--- src/rtl/soml_pkg.sv ---
// Shared types and sizing constants for the SOML trace datapath.
// The trace controller and its output register import this package.
package soml_pkg;

    typedef enum logic [2:0] {
        IDLE,
        FETCH,
        WAIT,
        HOLD,
        DONE
    } state_t;

    localparam int ROWS   = 4;
    localparam int CAND_W = 4;

endpackage

--- src/rtl/trace_out_reg.sv ---
// Holds one trace result for the metric stage until it is taken.
// A load only happens while the register is empty.
module trace_out_reg
    import soml_pkg::*;
#(
    parameter int N     = 16,
    parameter int IDX_W = CAND_W
) (
    input  logic             clk,
    input  logic             rst,
    input  logic             i_load,
    input  logic [N-1:0]     i_r,
    input  logic [N-1:0]     i_i,
    input  logic [IDX_W-1:0] i_idx,
    input  logic             i_ready,
    output logic             o_valid,
    output logic [N-1:0]     o_r,
    output logic [N-1:0]     o_i,
    output logic [IDX_W-1:0] o_idx
);

    always_ff @(posedge clk or negedge rst) begin
        if (!rst) begin
            o_valid <= 1'b0;
            o_r     <= '0;
            o_i     <= '0;
            o_idx   <= '0;
        end else if (i_load) begin
            o_valid <= 1'b1;
            o_r     <= i_r;
            o_i     <= i_i;
            o_idx   <= i_idx;
        end else if (o_valid && i_ready) begin
            o_valid <= 1'b0;
        end
    end

endmodule

--- src/rtl/trace_sequencer.sv ---
// Row-read sequencer for the complex-MAC trace datapath: one
// accumulation per candidate, one held trace result per candidate.
module trace_sequencer
    import soml_pkg::*;
#(
    parameter int N      = 16,
    parameter int ROWS   = soml_pkg::ROWS,
    parameter int CAND_W = soml_pkg::CAND_W,
    parameter int ADDR_W = 8
) (
    input  logic              clk,
    input  logic              rst,
    input  logic              start,
    input  logic [CAND_W-1:0] num_cand,
    output logic              busy,
    output logic              done,
    output logic              y_rd_en,
    output logic [1:0]        y_addr,
    output logic              g_rd_en,
    output logic [ADDR_W-1:0] g_addr,
    output logic              mac_en,
    output logic              mac_clr,
    input  logic              trace_vld,
    input  logic [N-1:0]      trace_r,
    input  logic [N-1:0]      trace_i,
    output logic              out_valid,
    input  logic              out_ready,
    output logic [N-1:0]      out_r,
    output logic [N-1:0]      out_i,
    output logic [CAND_W-1:0] out_idx
);

    localparam int RW = (ROWS > 1) ? $clog2(ROWS) : 1;

    state_t            r_state;
    logic [CAND_W-1:0] r_cand;
    logic [CAND_W-1:0] r_num;
    logic [RW-1:0]     r_row;
    logic              r_mac_en;
    logic              r_mac_clr;

    logic w_fetch;
    logic w_last_row;
    logic w_more;
    logic w_accept;
    logic w_load;

    assign w_fetch    = (r_state == FETCH);
    assign w_last_row = (r_row == RW'(ROWS - 1));
    assign w_more     = ({1'b0, r_cand} + (CAND_W + 1)'(1))
                        < {1'b0, r_num};
    assign w_accept   = out_valid & out_ready;
    assign w_load     = (r_state == WAIT) & trace_vld;

    always_ff @(posedge clk or negedge rst) begin
        if (!rst) begin
            r_state <= IDLE;
            r_cand  <= '0;
            r_num   <= '0;
            r_row   <= '0;
        end else begin
            unique case (r_state)
                IDLE: begin
                    if (start) begin
                        r_num   <= num_cand;
                        r_cand  <= '0;
                        r_row   <= '0;
                        r_state <= (num_cand != '0) ? FETCH : DONE;
                    end
                end
                FETCH: begin
                    if (w_last_row) begin
                        r_row   <= '0;
                        r_state <= WAIT;
                    end else begin
                        r_row <= r_row + RW'(1);
                    end
                end
                WAIT: begin
                    if (trace_vld) r_state <= HOLD;
                end
                HOLD: begin
                    if (w_accept) begin
                        if (w_more) begin
                            r_cand  <= r_cand + CAND_W'(1);
                            r_state <= FETCH;
                        end else begin
                            r_state <= DONE;
                        end
                    end
                end
                DONE: r_state <= IDLE;
                default: r_state <= IDLE;
            endcase
        end
    end

    // Read data returns one cycle later, so the MAC strobes trail by one.
    always_ff @(posedge clk or negedge rst) begin
        if (!rst) begin
            r_mac_en  <= 1'b0;
            r_mac_clr <= 1'b0;
        end else begin
            r_mac_en  <= w_fetch;
            r_mac_clr <= w_fetch & (r_row == '0);
        end
    end

    assign busy    = (r_state == FETCH) | (r_state == WAIT)
                   | (r_state == HOLD);
    assign done    = (r_state == DONE);
    assign y_rd_en = w_fetch;
    assign g_rd_en = w_fetch;
    assign y_addr  = w_fetch ? 2'(r_row) : 2'b0;
    assign g_addr  = w_fetch ? (ADDR_W'(r_cand) * ADDR_W'(ROWS)
                               + ADDR_W'(r_row)) : '0;
    assign mac_en  = r_mac_en;
    assign mac_clr = r_mac_clr;

    trace_out_reg #(
        .N     (N),
        .IDX_W (CAND_W)
    ) u_out (
        .clk     (clk),
        .rst     (rst),
        .i_load  (w_load),
        .i_r     (trace_r),
        .i_i     (trace_i),
        .i_idx   (r_cand),
        .i_ready (out_ready),
        .o_valid (out_valid),
        .o_r     (out_r),
        .o_i     (out_i),
        .o_idx   (out_idx)
    );

endmodule

--- config.mk ---
export PLATFORM = sky130hd
export DESIGN_NAME = trace_sequencer
export DESIGN_NICKNAME = d
export VERILOG_FILES = /design/src/rtl/soml_pkg.sv /design/src/rtl/trace_out_reg.sv /design/src/rtl/trace_sequencer.sv
export SDC_FILE = /design/constraint.sdc
export NUM_CORES = 1
export LEC_CHECK = 0
export ABC_AREA = 1
export BUFFER_PORTS_ARGS = -buffer_cell sky130_fd_sc_hd__buf_2
export CAP_MARGIN = 5
export CORE_UTILIZATION = 50
export DETAILED_ROUTE_END_ITERATION = 8
export GPL_TIMING_DRIVEN = 0
export PLACE_DENSITY = 0.81
export SLEW_MARGIN = 20
export SYNTH_ARGS = -nofsm -noshare
export SYNTH_HDL_FRONTEND = slang
export SYNTH_SLANG_ARGS = --single-unit
export TNS_END_PERCENT = 30
--- constraint.sdc ---
create_clock -name clk -period 3.6 [get_ports clk]
set_input_delay 0 -clock clk [delete_from_list [all_inputs] [get_ports clk]]
set_output_delay 0 -clock clk [all_outputs]
set_load 0.02 [all_outputs]
; ---- Word level (Yosys, flattened, before mapping)
; Cells that the tools add are included.
[classes]
addsub = 4
n_lt_le_gt_ge = 1
n_eq_ne = 10
muxes = 18
n_bitwise = 5
reduce_logical = 11
[op_table]
columns = cell, n
row1 = $mux 3, 6
row2 = $mux 4, 3
row3 = $pmux 3 s4, 1
row4 = $ne 2x2->1 const B, 4
row5 = $pmux 4 s2, 1
row6 = $reduce_and 4->1, 2
row7 = $add 6x2->7, 1
row8 = $mux 7, 1
row9 = $eq 3x2->1 const B, 2
row10 = $mux 2, 3
row11 = $reduce_bool 2->1, 3
row12 = $add 4x1->5 const B, 1
row13 = $lt 5x4->1, 1
row14 = $add 4x1->4 const B, 1
row15 = $pmux 2 s2, 1
row16 = $reduce_and 2->1, 2
row17 = $reduce_bool 4->1, 1
row18 = $and 1x1->1, 3
row19 = $eq 3x1->1 const B, 1
row20 = $eq 3x3->1 const B, 1
row21 = $logic_not 3->1, 1
row22 = $add 2x1->2 const B, 1
row23 = $eq 2x2->1 const B, 1
row24 = $logic_not 2->1, 1
row25 = other kinds (4), 6
[word_totals]
register_bits = 52
inputBits = 41
elab_cells = 59

; ---- Logic depth before layout (Yosys ltp)
; Gate-level depths: netlist of the first run.
[logic_depth]
word_depth = 5
ltp_mapped = 13
depth_no_buf = 13

; ---- Cells and area by module
; From an unflattened synthesis of the first run, not the netlist that was laid out.
[hier_totals]
cells_unflattened = 298
area_unflattened_um2 = 2431.1
[modules_own_cells]
columns = module, instances, cells_each, area_each_um2, seq_area_each_um2
row1 = trace_out_reg, 1, 156, 1447.6, 925.9
row2 = trace_sequencer, 1, 142, 983.4, 375.4

; ---- Least setup slack after synthesis of the first run
; No wires, ideal clock.
[synth_timing]
path_type = register to register
start = reg r_cand[0]
end = reg r_cand[0]
setup_ns = 0.117
arrival_time_ns = 1.700
required_ns = 3.483
slack_ns = 1.784
stages_incl_launch_ff = 13
period_less_slack_ns = 1.816
path_cell_list = dfrtp_1 > ha_1 > nor2_1 > nor2_1 > ha_1 > a21oi_1 > nand2_1 > nand2_1 > nand3_1 > nand2_2 > nand2_2 > nand2_1 > nand2_1
[synth_via]
elab_chain_cells = 4
elab_cells_between_ends = 8
[synth_lines]
columns = element, line_no
row1 = from (decl), trace_sequencer.sv:36  ; logic [CAND_W-1:0] r_cand;
row2 = from (signal assigned), trace_sequencer.sv:85  ; r_cand <= r_cand + CAND_W'(1);
row3 = $add 4x1->5 or $add 4x1->4 (tied branches), "trace_sequencer.sv:50, trace_sequencer.sv:85"
row4 = $lt 5x4->1 or $mux 4 (tied branches), "trace_sequencer.sv:51, trace_sequencer.sv:84"
row5 = $ne 2x2->1 (no source line) or $mux 4 (tied branches), --
row6 = $reduce_and 4->1 (no source line) or $pmux 4 s2 (tied branches), --
; Parallel ways exist; a longest one is shown, timed or not. The select of a mux whose other input is x is not followed.
; A chain may end at the register's enable or synchronous reset.

; ---- Worst setup path after layout of the first run
[layout_timing]
start = reg r_cand[0]
end = reg r_cand[3]
; The elaborated chain is that of the path after synthesis.

==> results.md, run 1 <==
- Outcome: complete, no violations
- Die height: 72.0 µm
- Htree depth: 2
- Flop2flop setup slack: 1480 ps
- Relative slew slack: 56.6%
- Worst R2R End: r_cand[3]
- MaxCap Viol Count: 0
- First-pass GRT wire length: 9.92 mm
- Initial antenna violation count: 0
- Synth top area cells: dfrtp_1 53%, mux2_4 19%, nand2_1 5.1%, inv_1 4.1%, ha_1 3.1%
- HP Class: input port to register
- Row cnt: 25
- Startpoint Class: register
- R2R cell count: 12
- # fillers: 324
- Drt total wl: 6.15 mm
- Overall global routing resource usage: 25.5%
- Worst-Margin Slew: 651 ps
- Simple-Gate Fraction of Synth Area: 12.3%
- Post-synth EDFFs: 0
- Maximum number of pins on one net before global-route repair: 53
- Clk_skew: 12.5 ps
- Routed WL per cell: 14.7 µm
- Hold_sp: trace_vld
- Clk Latency, worst-skew pair: 300 ps
- Total negative slack: 0 ps
- RSZ-0062 raised after global routing: no
- Final Hold Viols: 0
- Prevailing post-synth register cell: dfrtp_1
- Period Utilization, post-route: 58.9%
- Die area: 5180 µm²
- CTS Buf Count: 5
- FFs w/ async S/R, synth: 100%
- Lkg Pwr: 1.90 nW
- CTS resizes: 0
- WHS Endpoint: r_state[1]
- Netlist cell types: 23
- Post-layout util: 73.3%
- Layout cells sized above 1: 41.1%
- Largest family of logic cells by synthesized area: multiplexers
- CTS sink cnt: 52
- Vias: 1,985
- NumNets Final: 399
- Synth Area in Compound Gates: 3.89%
- DRT antenna net count: 0
- Fin crit period: 2120 ps
- Crit. End Element: register
- Clock Pin Slew Worst Setup and Hold Paths: 100 ps
- CTS tree: yes
- Vias in the first global route: 2,036
- Iter 0 DRT Violations: 108
- CORE AREA: 4720 µm²
- Mapped Cells: 215
- WP data required: 3790 ps
- Sequential element share of the synthesized area: 53.2%
- Ports: 94
- Die width: 72.0 µm
- Power Dens Cells: 815 nW/µm²
- Yosys top cell by area: dfrtp_1
- Hold path depth: 4
- Final setup fails: 0
- Longest Clk Path Bufs: 2
- Area delta synth->final: 41.5%
- Crit-path max FO: 6
- Mean post-synth cell area: 11.4 µm²
- N_diodes: 0
- Max-slew violation count: 0
- Gr ovfl total: 0
- DR pass1 iterations: 4
- F_max: 472 MHz
- Hpwl dp: 3.65 mm
- GP Congestion: 0.809
- Syn. warnings: 0
- Arrival time of the worst setup path: 2300 ps
- Port bufs: 91
- WS Path Type: register to register
- Root Driver: clkbuf_8
- Post-Synth XOR/XNOR Area: 0.358%
- Worst vdd ir: 0.000352 V
- Routed vias/inst: 4.73
- DRC Markers: 0
- Postcts setup bufs: 0
- Top cell type's share of synthesized area: 53.2%
- Cell Area, Synth: 2450 µm²
- Reg2reg start: r_cand[0]
- Synth Area in Adders: 3.07%
- Mux share of post-synthesis cell area: 19.5%
- Initial Util: 51.8%
- Flops & latches, synth: 52
## report_power, final
group          switching [mW]  internal (mW)
Clock                   0.194          0.139
Combinational           0.827          0.652
Sequential              0.166          0.843
## what timing repair did
action                     4_1_cts  5_1_grt
hold endpoints to repair        89        0
setup endpoints to repair        0        0
hold buffers                    38        0
## synth_stat cells (2+ instances only)
master   number
dfrtp_1      52
nand2_1      33
mux2_4       31
inv_1        27
nor2_1       16
o21ai_0      12
nand3_1      10
ha_1          6
buf_4         5
a21oi_1       4
buf_6         3
nand2_2       3
nor3_1        2
nor3_4        2
## cells by family (layout without fill, tap and decap cells)
logic type	Yosys count	count (layout)
simple gates	67	67
xor+xnor	1	1
other cells	1	2
fa+ha+maj	6	6
buf+inv	38	175
mux	32	32
compound gates	18	18
flops	52	52
## per-stage QoR
step	hold WS, ps	total power, mW	cell area, µm²	std cells	setup slack (ps)
after floorplan	-296	2.01	2450	216	1780
after global placement	228	2.38	2990	374	1610
after detailed placement	235	2.42	2990	374	1520
after CTS	10.0	2.78	3460	420	1490
after global routing	54.0	3.00	3460	420	1260
final	14.7	2.82	3460	420	1480
## area by class of cell
type / count / area [µm²] / area share (%)
plain buffers: 9 / 76.3 / 2.20
clock buffers: 6 / 72.6 / 2.10
clock inverters: 2 / 16.3 / 0.470
inverters: 29 / 109 / 3.14
multi-input cells: 126 / 965 / 27.9
flip-flops and latches: 52 / 1300 / 37.6
well taps: 67 / 83.8 / 2.42
repair buffers: 129 / 838 / 24.2
## metal layers
layer | track usage [%] | vias to the layer above | share of wire (%)
met1 | 31.4 | 941 | 43
met5 | 0 | - | 0
li1 | - | 958 | -
met2 | 44.2 | 75 | 49
met4 | 8.06 | 0 | 1.9
met3 | 6.39 | 11 | 5.6
## registers in the layout, indices dropped and copies added (netlist names)
name           flops
mac_en             1
r_row              2
u_out.o_valid      1
u_out.o_idx        4
u_out.o_r         16
r_num              4
u_out.o_i         16
mac_clr            1
r_cand             4
r_state            3
## cells in the final DEF (no fill, tap or decap), types with 2 or more instances in the layout
master          n
nand3_1        10
nand2_1        33
mux2_4         31
nor3_1          2
dlygate4sd3_1  38
conb_1          2
inv_1          27
buf_2          91
o21ai_0        12
nand2_2         3
a21oi_1         4
ha_1            6
nor3_4          2
clkbuf_8        5
dfrtp_1        52
nor2_1         16
buf_6           3
buf_4           6
## critical path: stages (launching register included)
cell     delay [ps]
dfrtp_1         470
ha_1            250
nor2_1          140
nor2_1           70
ha_1            290
a21oi_1         170
nand2_1          70
nand2_1          80
nand3_1         100
nand2_2         140
nand2_2          90
nand2_1          70
nand2_1          60
## how the worst max path moves through the flow
| stage | startpoint | endpoint | cells after the start |
|---|---|---|---|
| 2_1_floorplan | r_cand[0] | r_cand[0] | 12 |
| 3_3_place_gp | r_cand[0] | r_cand[1] | 12 |
| 3_5_place_dp | r_cand[0] | r_cand[3] | 12 |
| 4_1_cts | r_cand[0] | r_cand[3] | 12 |
| 5_1_grt | r_cand[0] | r_cand[3] | 13 |
| 6_report | r_cand[0] | r_cand[3] | 12 |
(Power assumes the default switching activity.)
==> inputs of run 2 (changes only) <==
--- a/config.mk
+++ b/config.mk
@@ -8,10 +8,10 @@
 export ABC_AREA = 1
 export BUFFER_PORTS_ARGS = -buffer_cell sky130_fd_sc_hd__buf_2
 export CAP_MARGIN = 5
-export CORE_UTILIZATION = 50
+export CORE_UTILIZATION = 44
 export DETAILED_ROUTE_END_ITERATION = 8
 export GPL_TIMING_DRIVEN = 0
-export PLACE_DENSITY = 0.81
+export PLACE_DENSITY = 0.76
 export SLEW_MARGIN = 20
 export SYNTH_ARGS = -nofsm -noshare
 export SYNTH_HDL_FRONTEND = slang
==> constraint.sdc (replaced) <==
create_clock -name clk -period 1.8 [get_ports clk]
set_input_delay 0 -clock clk [delete_from_list [all_inputs] [get_ports clk]]
set_output_delay 0 -clock clk [all_outputs]
set_load 0.02 [all_outputs]
==> results.md, run 2 (synthesis results as in run 1) <==
- Outcome: finished with violations
- Failing checks: setup timing
- CTS Buf Count: 5
- NumNets Final: 406
- MaxCap Viol Count: 0
- Hold path depth: 4
- Commonest non-fill, non-tap cell in the layout: buf_2
- GP Congestion: 0.894
- Routed vias/inst: 4.69
- Iter 0 DRT Violations: 90
- RSZ-0062 raised after global routing: yes
- Crit-path slowest cell: dfrtp_2
- WS Path Type: register to register
- Setup ws final: -41.7 ps
- N_diodes: 0
- Most frequent cells in the layout: 91 x buf_2, 50 x dfrtp_1, 38 x dlygate4sd3_1
- Port bufs: 91
- CP max stage delay: 400 ps
- Crit path max-delay family: simple AND/OR/NAND/NOR gates
- Initial Util: 46.7%
- Area delta synth->final: 49.0%
- Die width: 76.6 µm
- Total negative slack: -174 ps
- Htree depth: 2
- Row cnt: 26
- Final Instance Count excl. Fillers: 430
- Placed insts: 377
- DRT antenna net count: 0
- Power Dens Cells: 1620 nW/µm²
- F_max: 543 MHz
- Clk_skew: 6.64 ps
- Routed WL per cell: 13.5 µm
- WP buf/inv: 2
- Initial antenna violation count: 0
- Worst hold margin: 20.4 ps
- Critical path depth: 11
- # fillers: 398
- Worst-Margin Slew: 639 ps
- Seq pwr share: 33.6%
- Die area: 5860 µm²
- Post-layout util: 69.6%
- Vias: 2,016
- DR pass1 iterations: 4
- CORE AREA: 5240 µm²
- Fin crit period: 1840 ps
- Ports: 94
- Max-slew violation count: 0
- HP Class: input port to register
- First-pass GRT wire length: 9.23 mm
- Maximum number of pins on one net before global-route repair: 53
- Crit-path max FO: 5
- Worst path cell trace: buf_4 -> nand3_2 -> xor2_2 -> inv_1 -> ha_1 -> nand2_2 -> nand3_2 -> nand2_4 -> nand2_4 -> nand2_2 -> nand2_1
- Relative slew slack: 57.4%
- Clock Pin Slew Worst Setup and Hold Paths: 90 ps
- Clk pwr share: 14.2%
- Vias in the first global route: 1,972
- Worst vdd ir: 0.000829 V
- Logic pwr share: 52.2%
- Overall global routing resource usage: 20.2%
- Longest Clk Path Bufs: 2
- Die height: 76.6 µm
- Startpoint Class: register
- Final setup fails: 5
- Arrival time of the worst setup path: 2030 ps
- Hpwl dp: 3.58 mm
- Switching share of power: 39.5%
- Period Utilization, post-route: 102%
- Post-route cell area: 3650 µm²
- Power, Total: 5.91 mW
- R2R cell count: 11
- Internal power: 3.58 mW
- DRC Markers: 0
- Layout cells sized above 1: 46.9%
- Crit. End Element: register
- Root Driver: clkbuf_8
- Clk Latency, worst-skew pair: 290 ps
- Final Hold Viols: 0
- Lkg Pwr: 1.98 nW
- CTS tree: yes
- CTS sink cnt: 52
- DP Worst Slack: -222 ps
- Placed cell areas: 3000 µm²
- NetSw: 2.34 mW
- WP data required: 1990 ps
- Drt total wl: 5.78 mm
- Top flop regs: u_out.o_i x16, u_out.o_r x16
- Gr ovfl total: 0
[run 2: area by class of cell]
class	count	area [µm²]	share of cell area (%)
Buffer	9	76.3	2.09
Clock buffer	7	96.3	2.64
Clock inverter	1	30.0	0.823
Inverter	29	111	3.05
Multi-Input combinational cell	126	1050	28.8
Sequential cell	52	1300	35.7
Tap cell	70	87.6	2.40
Timing Repair Buffer	136	891	24.4
[run 2: path summary, 6_finish.rpt]
kind	start	to	slack (ps)
max in group asynchronous	rst	r_cand[2]	1100
min	trace_vld	r_state[1]	20
min reg2reg	u_out.o_idx[3]	u_out.o_idx[3]	490
max reg2reg	r_cand[0]	r_cand[1]	-40
max	r_cand[0]	r_cand[1]	-40
min in group asynchronous	rst	r_num[0]	250
[run 2: power groups by stage]
| stage | Clock, mW | Combinational [mW] | Sequential (mW) |
|---|---|---|---|
| detailed placement | 0 | 2.83 | 2.00 |
| floorplan | 0 | 1.51 | 2.50 |
| finish | 0.838 | 3.09 | 1.99 |
| global placement | 0 | 2.79 | 1.97 |
| global route | 0.914 | 3.33 | 2.05 |
| CTS | 0.867 | 3.01 | 1.98 |
[run 2: timing repair]
action                     in CTS  in global routing
setup buffers                   5                  2
pin swaps                       8                  9
hold buffers                   38                  0
gates resized for setup        10                 12
setup endpoints to repair      11                  9
hold endpoints to repair       89                  0
[run 2: tightest hold or removal path: stages]
cell and delay (ps):
buf_2 90, inv_1 40, nand2_1 70, nand3_1 70
[run 2: routing by layer]
layer | GRT usage, % | vias up | share of wire [%]
met3 | 3.83 | 12 | 3.9
met4 | 6.73 | 0 | 2.1
met1 | 23.1 | 948 | 40
li1 | - | 975 | -
met2 | 37.6 | 81 | 54
met5 | 0 | - | 0
==> inputs of run 3 (changes only) <==
--- a/config.mk
+++ b/config.mk
@@ -12,8 +12,8 @@
 export DETAILED_ROUTE_END_ITERATION = 8
 export GPL_TIMING_DRIVEN = 0
 export PLACE_DENSITY = 0.76
+export SETUP_SLACK_MARGIN = 0.2
 export SLEW_MARGIN = 20
 export SYNTH_ARGS = -nofsm -noshare
 export SYNTH_HDL_FRONTEND = slang
 export SYNTH_SLANG_ARGS = --single-unit
-export TNS_END_PERCENT = 30
==> results.md, run 3 (synthesis results as in run 1) <==
- DR pass1 iterations: 4
- CORE AREA: 5240 µm²
- Internal power: 3.43 mW
- Clk Latency, worst-skew pair: 290 ps
- Worst vdd ir: 0.000746 V
- Startpoint Class: register
- Maximum number of pins on one net before global-route repair: 53
- WHS Endpoint: r_state[1]
- Max-slew violation count: 0
- Fin crit period: 1890 ps
- DP Worst Slack: -173 ps
- Period Utilization, post-route: 105%
- Die area: 5860 µm²
- R2R cell count: 13
- Storage cell area: 1300 µm²
- Htree depth: 2
- MaxCap Viol Count: 0
- CTS sink cnt: 52
- Routed WL per cell: 13.3 µm
- Gr ovfl total: 0
- Final Hold Viols: 0
- DRC Markers: 0
- Crit-path slowest cell: dfrtp_1
- DRT antenna net count: 0
- Initial Util: 46.7%
- Arrival time of the worst setup path: 2090 ps
- Crit-path max FO: 5
- Row cnt: 26
- F_max: 528 MHz
- Power, Total: 5.85 mW
- Die width: 76.6 µm
- Iter 0 DRT Violations: 60
- N_diodes: 0
- Ports: 94
- Failing checks: setup timing
- Most frequent cells in the layout: 89 x buf_2, 50 x dfrtp_1, 38 x dlygate4sd3_1
- Worst-Margin Slew: 627 ps
- Port bufs: 91
- NumNets Final: 411
- Root Driver: clkbuf_8
- Flop2flop setup slack: -90 ps
- Final setup fails: 4
- Area of the multi-input gates: 1090 µm²
- Worst R2R End: r_cand[1]
- Setup ws final: -93.9 ps
- # fillers: 359
- Initial antenna violation count: 0
- Power Dens Cells: 1580 nW/µm²
- Routed vias/inst: 4.66
- Vias in the first global route: 1,958
- Overall global routing resource usage: 19.4%
- Final Instance Count excl. Fillers: 434
- Clock Pin Slew Worst Setup and Hold Paths: 90 ps
- HP Class: input port to register
- Clk_skew: 4.66 ps
- Longest Clk Path Bufs: 2
- Die height: 76.6 µm
- Hold path depth: 4
- Worst path cell trace: ha_4 -> nand2_4 -> inv_4 -> nor2_4 -> ha_4 -> a21oi_2 -> nand2_1 -> nand2_2 -> nand3_4 -> nand2_4 -> nand2_4 -> nand2_2 -> nand2_2
- First-pass GRT wire length: 8.97 mm
- Commonest non-fill, non-tap cell in the layout: buf_2
- Lkg Pwr: 2.00 nW
- WP data required: 1990 ps
- Logic pwr share: 55.4%
- Drt total wl: 5.77 mm
- Hpwl dp: 3.55 mm
- CTS tree: yes
- Vias: 2,024
- Placed insts: 377
- Relative slew slack: 58.2%
- Seq pwr share: 34.0%
- CP max stage delay: 440 ps
- Switching share of power: 41.5%
- Top flop regs: u_out.o_i x16, u_out.o_r x16
- Crit. End Element: register
- Hold_sp: trace_vld
- Clk pwr share: 10.6%
- NetSw: 2.43 mW
- CTS Buf Count: 5
- Layout cells sized above 1: 49.7%
- Outcome: finished with violations
- WS Path Type: register to register
- RSZ-0062 raised after global routing: yes
- Area delta synth->final: 51.6%
- GP Congestion: 0.781
- Reg2reg start: r_cand[0]
[run 3: how the worst max path moves through the flow]
stage	slack [ps]	to	from	depth (start not counted)
2_1_floorplan	60	r_cand[0]	r_cand[0]	13
3_3_place_gp	-110	r_cand[3]	r_cand[0]	13
3_5_place_dp	-170	r_cand[2]	r_cand[0]	13
4_1_cts	-50	r_cand[3]	r_cand[1]	12
5_1_grt	-200	r_cand[1]	r_cand[0]	13
6_report	-90	r_cand[1]	r_cand[0]	13
[run 3: area by class of cell]
type	instances	share of cell area, %
plain buffers	9	2.16
clock buffers	5	1.85
clock inverters	2	0.337
inverters	29	3.14
multi-input cells	126	29.5
flip-flops and latches	52	35.1
well taps	70	2.36
repair buffers	140	25.4
repair inverters	1	0.135
[run 3: metal layers]
metal  GRT usage [%]  vias up  part of all wire [%]
met5               0        -                     0
met4            4.04        0                  0.17
met3            4.31        2                   4.3
met2            35.7       63                    52
met1            23.0      978                    43
li1                -      981                     -
[run 3: power by group through the flow]
stage               logic [mW]  clock network (mW)  registers (mW)
floorplan                 1.54                   0            2.50
global placement          2.82                   0            1.96
detailed placement        2.85                   0            2.00
CTS                       3.05               0.645            1.97
global route              3.48               0.696            2.05
finish                    3.24               0.621            1.99
[run 3: stage by stage]
step / utilization [%] / area, µm² / setup TNS (ps) / hold slack [ps]
after CTS: 67.3 / 3520 / -150 / 16.3
after global routing: 70.8 / 3710 / -849 / 52.1
after detailed placement: 57.5 / 3010 / -651 / 212
after global placement: 57.5 / 3010 / -449 / 209
final: 70.8 / 3710 / -343 / 50.4
after floorplan: - / 2470 / 0 / -296
[run 3: what timing repair did]
action	in CTS	in global routing
hold endpoints to repair	89	0
endpoints found under the setup margin	14	39
cloned	0	1
gates resized for setup	7	30
pin swaps	2	17
hold buffers	38	0
buffers inserted	4	7
[run 3: critical path, delay by kind of cell (launching register included)]
kind | cells | cell delay (ps)
and+or+nand+nor | 9 | 770
DFF | 1 | 440
adders and majority gates | 2 | 430
AOI/OAI and AO/OA | 1 | 120
buffers and inverters | 1 | 40
